**config.mk**
```make
export PLATFORM = sky130hd
export DESIGN_NAME = fetch_seq
export DESIGN_NICKNAME = d
export VERILOG_FILES = /design/src/rtl/fetch_pkg.sv /design/src/rtl/fetch_ras.sv /design/src/rtl/fetch_seq.sv
export SDC_FILE = /design/constraint.sdc
export NUM_CORES = 1
export LEC_CHECK = 0
export ABC_AREA = 1
export CORE_UTILIZATION = 56
export DETAILED_ROUTE_END_ITERATION = 10
export PLACE_DENSITY = 0.77
export SLEW_MARGIN = 20
export SYNTH_ARGS = -nofsm -noshare
export SYNTH_HDL_FRONTEND = slang
export SYNTH_HIERARCHICAL = 1
export SYNTH_SLANG_ARGS = --single-unit
```
**constraint.sdc**
```tcl
create_clock -name clk -period 3.2 [get_ports clk]
set_input_delay 0.64 -clock clk [delete_from_list [all_inputs] [get_ports clk]]
set_output_delay 0.64 -clock clk [all_outputs]
set_load 0.05 [all_outputs]
```
**src/rtl/fetch_pkg.sv**
```systemverilog
// Shared types and defaults for the fetch sequencer and its return-address stack.
// Optional macro FETCH_SEQ_RAS_CHECK_EN adds the ERR state to state_e.
package fetch_pkg;

    localparam int PC_W_DEF      = 16;
    localparam int ROM_AW_DEF    = 10;
    localparam int RAS_DEPTH_DEF = 8;

    typedef enum logic [1:0] {
        BOOT = 2'd0,
        RUN  = 2'd1,
        HOLD = 2'd2
`ifdef FETCH_SEQ_RAS_CHECK_EN
        ,
        ERR  = 2'd3
`endif
    } state_e;

    typedef enum logic [2:0] {
        SEL_HOLD = 3'd0,
        SEL_RET  = 3'd1,
        SEL_CALL = 3'd2,
        SEL_BR   = 3'd3,
        SEL_SEQ  = 3'd4
    } sel_e;

    // Width of an occupancy counter able to hold 0..n inclusive.
    function automatic int cnt_w(input int n);
        return $clog2(n) + 1;
    endfunction

endpackage

```
**src/rtl/fetch_ras.sv**
```systemverilog
// Circular return-address stack: push/pop of ROM addresses, with top, depth, full, empty.
// Ports: clk, rst_s, push_i, pop_i, data_i in; top_o, depth_o, full_o, empty_o out.
module fetch_ras
    import fetch_pkg::*;
#(
    parameter int DEPTH = RAS_DEPTH_DEF,
    parameter int AW    = ROM_AW_DEF
) (
    input  logic                     clk,
    input  logic                     rst_s,
    input  logic                     push_i,
    input  logic                     pop_i,
    input  logic [AW-1:0]            data_i,
    output logic [AW-1:0]            top_o,
    output logic [cnt_w(DEPTH)-1:0]  depth_o,
    output logic                     full_o,
    output logic                     empty_o
);

    localparam int PW = $clog2(DEPTH);
    localparam int CW = cnt_w(DEPTH);

    logic [AW-1:0] mem_q [DEPTH];
    logic [PW-1:0] sp_q, sp_d;
    logic [CW-1:0] cnt_q, cnt_d;
    logic          wr_en;

    assign full_o  = (cnt_q == CW'(DEPTH));
    assign empty_o = (cnt_q == '0);
    assign depth_o = cnt_q;
    // sp_q is the next write slot; the newest entry sits just below it.
    assign top_o   = empty_o ? '0 : mem_q[sp_q - 1'b1];

    always_comb begin
        sp_d  = sp_q;
        cnt_d = cnt_q;
        wr_en = 1'b0;
        if (push_i && !pop_i) begin
            // When full the write lands on the oldest slot and depth saturates.
            wr_en = 1'b1;
            sp_d  = sp_q + 1'b1;
            if (!full_o) begin
                cnt_d = cnt_q + 1'b1;
            end
        end else if (pop_i && !push_i && !empty_o) begin
            sp_d  = sp_q - 1'b1;
            cnt_d = cnt_q - 1'b1;
        end
    end

    always_ff @(posedge clk) begin
        if (rst_s) begin
            sp_q  <= '0;
            cnt_q <= '0;
            for (int i = 0; i < DEPTH; i++) begin
                mem_q[i] <= '0;
            end
        end else begin
            sp_q  <= sp_d;
            cnt_q <= cnt_d;
            if (wr_en) begin
                mem_q[sp_q] <= data_i;
            end
        end
    end

endmodule

```
**src/rtl/fetch_seq.sv**
```systemverilog
// Fetch sequencer: owns the PC and picks the next ROM address by priority
// hold > ret > call > br_taken > sequential, with a hardware return-address stack.
// Ports: clk, rst_s, hold, br_taken, br_target, call, call_target, ret in;
//        rom_addr (comb), pc, fetch_valid, ras_depth, ras_err (registered) out.
// Macro FETCH_SEQ_RAS_CHECK_EN: stack over/underflow raises sticky ras_err and parks in ERR.
module fetch_seq
    import fetch_pkg::*;
#(
    parameter int PC_W      = PC_W_DEF,
    parameter int ROM_AW    = ROM_AW_DEF,
    parameter int RAS_DEPTH = RAS_DEPTH_DEF
) (
    input  logic                         clk,
    input  logic                         rst_s,
    input  logic                         hold,
    input  logic                         br_taken,
    input  logic [PC_W-1:0]              br_target,
    input  logic                         call,
    input  logic [PC_W-1:0]              call_target,
    input  logic                         ret,
    output logic [ROM_AW-1:0]            rom_addr,
    output logic [PC_W-1:0]              pc,
    output logic                         fetch_valid,
    output logic [cnt_w(RAS_DEPTH)-1:0]  ras_depth
`ifdef FETCH_SEQ_RAS_CHECK_EN
    ,
    output logic                         ras_err
`endif
);

`ifdef FETCH_SEQ_RAS_CHECK_EN
    localparam bit RAS_CHK = 1'b1;
`else
    localparam bit RAS_CHK = 1'b0;
`endif

    state_e              state_q, state_d;
    sel_e                sel;
    logic [PC_W-1:0]     pc_q, pc_d;
    logic                fv_q, fv_d;
    logic [ROM_AW-1:0]   addr, pc_lo, pc_inc, ras_top;
    logic                ras_push, ras_pop, ras_full, ras_empty;
    logic                live, fault, upd;

    assign pc_lo  = pc_q[ROM_AW-1:0];
    assign pc_inc = pc_lo + 1'b1;
    assign live   = (state_q == RUN) || (state_q == HOLD);

    // Fixed-priority request decode.
    always_comb begin
        sel = SEL_SEQ;
        priority case (1'b1)
            hold:     sel = SEL_HOLD;
            ret:      sel = SEL_RET;
            call:     sel = SEL_CALL;
            br_taken: sel = SEL_BR;
            default:  sel = SEL_SEQ;
        endcase
    end

    // Only meaningful with checking enabled; otherwise the stack wraps/zeroes.
    assign fault = RAS_CHK && live &&
                   (((sel == SEL_RET) && ras_empty) ||
                    ((sel == SEL_CALL) && ras_full));

    // State register.
    always_ff @(posedge clk) begin
        if (rst_s) begin
            state_q <= BOOT;
        end else begin
            state_q <= state_d;
        end
    end

    // Next-state logic.
    always_comb begin
        state_d = state_q;
        unique case (state_q)
            BOOT: state_d = RUN;
            RUN, HOLD: begin
                if (sel == SEL_HOLD) begin
                    state_d = HOLD;
`ifdef FETCH_SEQ_RAS_CHECK_EN
                end else if (fault) begin
                    state_d = ERR;
`endif
                end else begin
                    state_d = RUN;
                end
            end
`ifdef FETCH_SEQ_RAS_CHECK_EN
            ERR: state_d = ERR;
`endif
            default: state_d = BOOT;
        endcase
    end

    // Output / datapath control.
    always_comb begin
        addr     = '0;
        ras_push = 1'b0;
        ras_pop  = 1'b0;
        upd      = 1'b0;
        fv_d     = fv_q;
        unique case (state_q)
            BOOT: begin
                fv_d = 1'b0;
                upd  = 1'b1;
            end
            RUN, HOLD: begin
                if (fault) begin
                    addr = pc_lo;
                    fv_d = 1'b0;
                end else begin
                    unique case (sel)
                        SEL_HOLD: addr = pc_lo;
                        SEL_RET: begin
                            addr    = ras_top;
                            ras_pop = 1'b1;
                            upd     = 1'b1;
                            fv_d    = 1'b0;
                        end
                        SEL_CALL: begin
                            addr     = call_target[ROM_AW-1:0];
                            ras_push = 1'b1;
                            upd      = 1'b1;
                            fv_d     = 1'b0;
                        end
                        SEL_BR: begin
                            addr = br_target[ROM_AW-1:0];
                            upd  = 1'b1;
                            fv_d = 1'b0;
                        end
                        default: begin
                            addr = pc_inc;
                            upd  = 1'b1;
                            fv_d = 1'b1;
                        end
                    endcase
                end
            end
            default: begin
                addr = pc_lo;
                fv_d = 1'b0;
            end
        endcase
        if (rst_s) begin
            addr = '0;
        end
    end

    assign pc_d = upd ? PC_W'(addr) : pc_q;

    always_ff @(posedge clk) begin
        if (rst_s) begin
            pc_q <= '0;
            fv_q <= 1'b0;
        end else begin
            pc_q <= pc_d;
            fv_q <= fv_d;
        end
    end

`ifdef FETCH_SEQ_RAS_CHECK_EN
    logic err_q;

    always_ff @(posedge clk) begin
        if (rst_s) begin
            err_q <= 1'b0;
        end else if (fault) begin
            err_q <= 1'b1;
        end
    end

    assign ras_err = err_q;
`endif

    fetch_ras #(
        .DEPTH (RAS_DEPTH),
        .AW    (ROM_AW)
    ) u_ras (
        .clk     (clk),
        .rst_s   (rst_s),
        .push_i  (ras_push),
        .pop_i   (ras_pop),
        .data_i  (pc_inc),
        .top_o   (ras_top),
        .depth_o (ras_depth),
        .full_o  (ras_full),
        .empty_o (ras_empty)
    );

    assign rom_addr    = addr;
    assign pc          = pc_q;
    assign fetch_valid = fv_q;

endmodule

```
==> impl_metrics.ini <==
[sta]
fin_skew_ns = 0.00799
min_period_ns = 3.29
maxSlewViolCount = 0
finalSetupViolCount = 5
rsz0062_at_grt = true
final_hold_viol_count = 0
fin_tns_setup_ns = -0.228
holdWs_ns = 0.510
setup_ws_ns = -0.0896
maxClockFrequency_ghz = 0.304
worst_slew_margin_rel_pct = 61.1
tightestPinTransition_ns = 0.581
timing.final.crit_share_pct = 103

[pwr]
internal_power_mw = 2.15
pwr-share-clk_pct = 23.7
p_switching_mw = 1.14
pwr-share-seq_pct = 45.1
leakagePower_nw = 2.57
pwr-share-comb_pct = 31.1
sw_frac_of_total_pct = 34.5
power-per-cell-area_nw_per_um2 = 492
finalPower_mw = 3.29
worst_ir_drop_vdd_mv = 0.506

[cells_and_area]
post-route-util_pct = 69.0
syn_to_final_growth_pct = 20.2
final_cell_area_um2 = 6680
diodes = 0
nNetsFinal = 777
final_layout_size_suffix_gt1_share_pct = 16.8
stdcell_count = 870

[setup_path]
crit_fanout = 7
critical_path.top_delay_family = compound AO/OA/AOI/OAI gates
worstSetupPathType = register to output port
required_ns = 2.56
crit_path_end_kind = output port
crit_buf_inv = 3
cpMaxStageDelayCell = dfxtp_2
cp.depth = 14
startpoint_type = register
critPathMaxStageDelay_ns = 0.36
arrival_ns = 2.65
worst_r2r_endpoint = u_ras/depth_o[3]
rr_worst_depth = 13
r2r-start = state_q[1]
ff2ff_setup_slack_ns = 0.70
path_cells = inv_2 -> ha_4 -> buf_12 -> o21ai_1 -> o211ai_1 -> nand2_1 -> nor2_2 -> nand3_1 -> o21ai_1 -> nor2_1 -> nand3_1 -> o211ai_1 -> a21oi_2 -> buf_12

[floorplan]
num_rows = 36
die_h_um = 102
core_area_um2 = 9680
dieArea_um2 = 10300
io_pins = 69
die_w_um = 102
start_util_pct = 57.4

[clocking]
cts-buffers-inserted = 9
ctsLongestPathBuffers = 2
root_buffer = clkbuf_8
clkTransAtPathRegs_ns = 0.10
insertion_delay_ns = 0.37
cts_tree = built
htree_levels = 3
clock_sinks = 100

[routing]
ant_nets = 0
routed_wl_um = 14000
drt_iter0_drc = 463
vias = 4828
drt_first_pass_iters = 5
avgRoutedWirePerCell_um = 16.1
drc = 0
vias_per_cell = 5.55

[global_route]
grt_usage_pct = 27.8
first_global_vias = 4558
antenna_found_initial = 0
grt_first_pass_wirelength_um = 21700
grt_max_degree = 44
grt.overflow.total = 0

[place]
dp_hpwl_um = 9790
place_congestion = 0.904
port_buffers = 50
placed_area_um2 = 6330
place_inst = 847
dp_slack_ns = 0.117

[synthesis]
synth_area_per_cell_um2 = 8.30
synth_warnings = 6
netlist_instances = 670
synthesis.area_um2 = 5560

[run_status]
violations = setup timing
outcome = finished, violations left

[min_path]
hold_depth = 2
min_to = pc[7]
hold_path_class = register to register
worstHoldStart = pc[7]

[flow_run]
maxCapViolCount = 0
## cells in the final DEF (no fill, tap or decap), types with 6 or more instances in the layout
master and instances:
a21oi_1 11, a21oi_2 7, buf_12 11, buf_4 31
clkbuf_8 9, clkdlybuf4s50_1 40, conb_1 6, dfxtp_1 18
edfxtp_1 80, ha_1 6, inv_1 42, inv_2 10
nand2_1 107, nand2_2 10, nand3_1 32, nand4_1 6
nor2_1 167, nor2_2 13, nor2_4 6, o211ai_1 15
o21ai_0 41, o21ai_1 22, o22ai_1 10
## how the worst max path moves through the flow
stage                             start     endpoint  slack [ns]
final                     u_ras/sp_q[0]  rom_addr[0]       -0.09
after detailed placement           hold  rom_addr[4]        0.12
after global routing      u_ras/sp_q[1]  rom_addr[0]       -0.23
after floorplan           u_ras/sp_q[0]  rom_addr[7]       -0.20
after global placement              ret  rom_addr[4]        0.16
after CTS                 u_ras/sp_q[1]  rom_addr[0]       -0.06
## sequential cells by signal, indices dropped and copies added, names as in the netlist
| name | count |
|---|---|
| u_ras/mem_q | 80 |
| pc | 10 |
| u_ras/sp_q | 3 |
| u_ras/depth_o | 4 |
| state_q | 2 |
| fetch_valid | 1 |
## metal layers
layer | GRT usage, % | up-vias | wire [um]
met5 | 0 | - | 0
met4 | 9.92 | 0 | 157
met3 | 5.18 | 17 | 1000
met2 | 46.8 | 194 | 7060
met1 | 36.0 | 2285 | 5750
li1 | - | 2332 | -
## final cells by class
type | count | area (um^2)
repair buffers | 87 | 940
multi-input cells | 481 | 2380
well taps | 133 | 166
fillers | 737 | 3000
clock inverters | 7 | 71.3
clock buffers | 9 | 124
flip-flops and latches | 100 | 2810
inverters | 53 | 200
## worst min-delay path: stages, from the launching register on
cell and delay [ns]:
dfxtp_1 0.36, nand2_1 0.07, nand2_1 0.04
## power by group through the flow
stage               clock network (mW)  registers (mW)  logic, mW
floorplan                            0            1.54      0.564
detailed placement                   0            1.51      0.858
global route                     0.836            1.49       1.10
finish                           0.782            1.49       1.02
global placement                     0            1.51      0.843
CTS                              0.792            1.48      0.939
## timing repair
item | in CTS | in global routing
pin swaps | 6 | 16
resized for setup | 15 | 14
endpoints found under the setup margin | 9 | 10
hold endpoints to repair | 0 | 0
gates cloned | 1 | 1
hold buffers | 0 | 0
setup buffers | 0 | 5
Power figures use the tool's default switching activity.
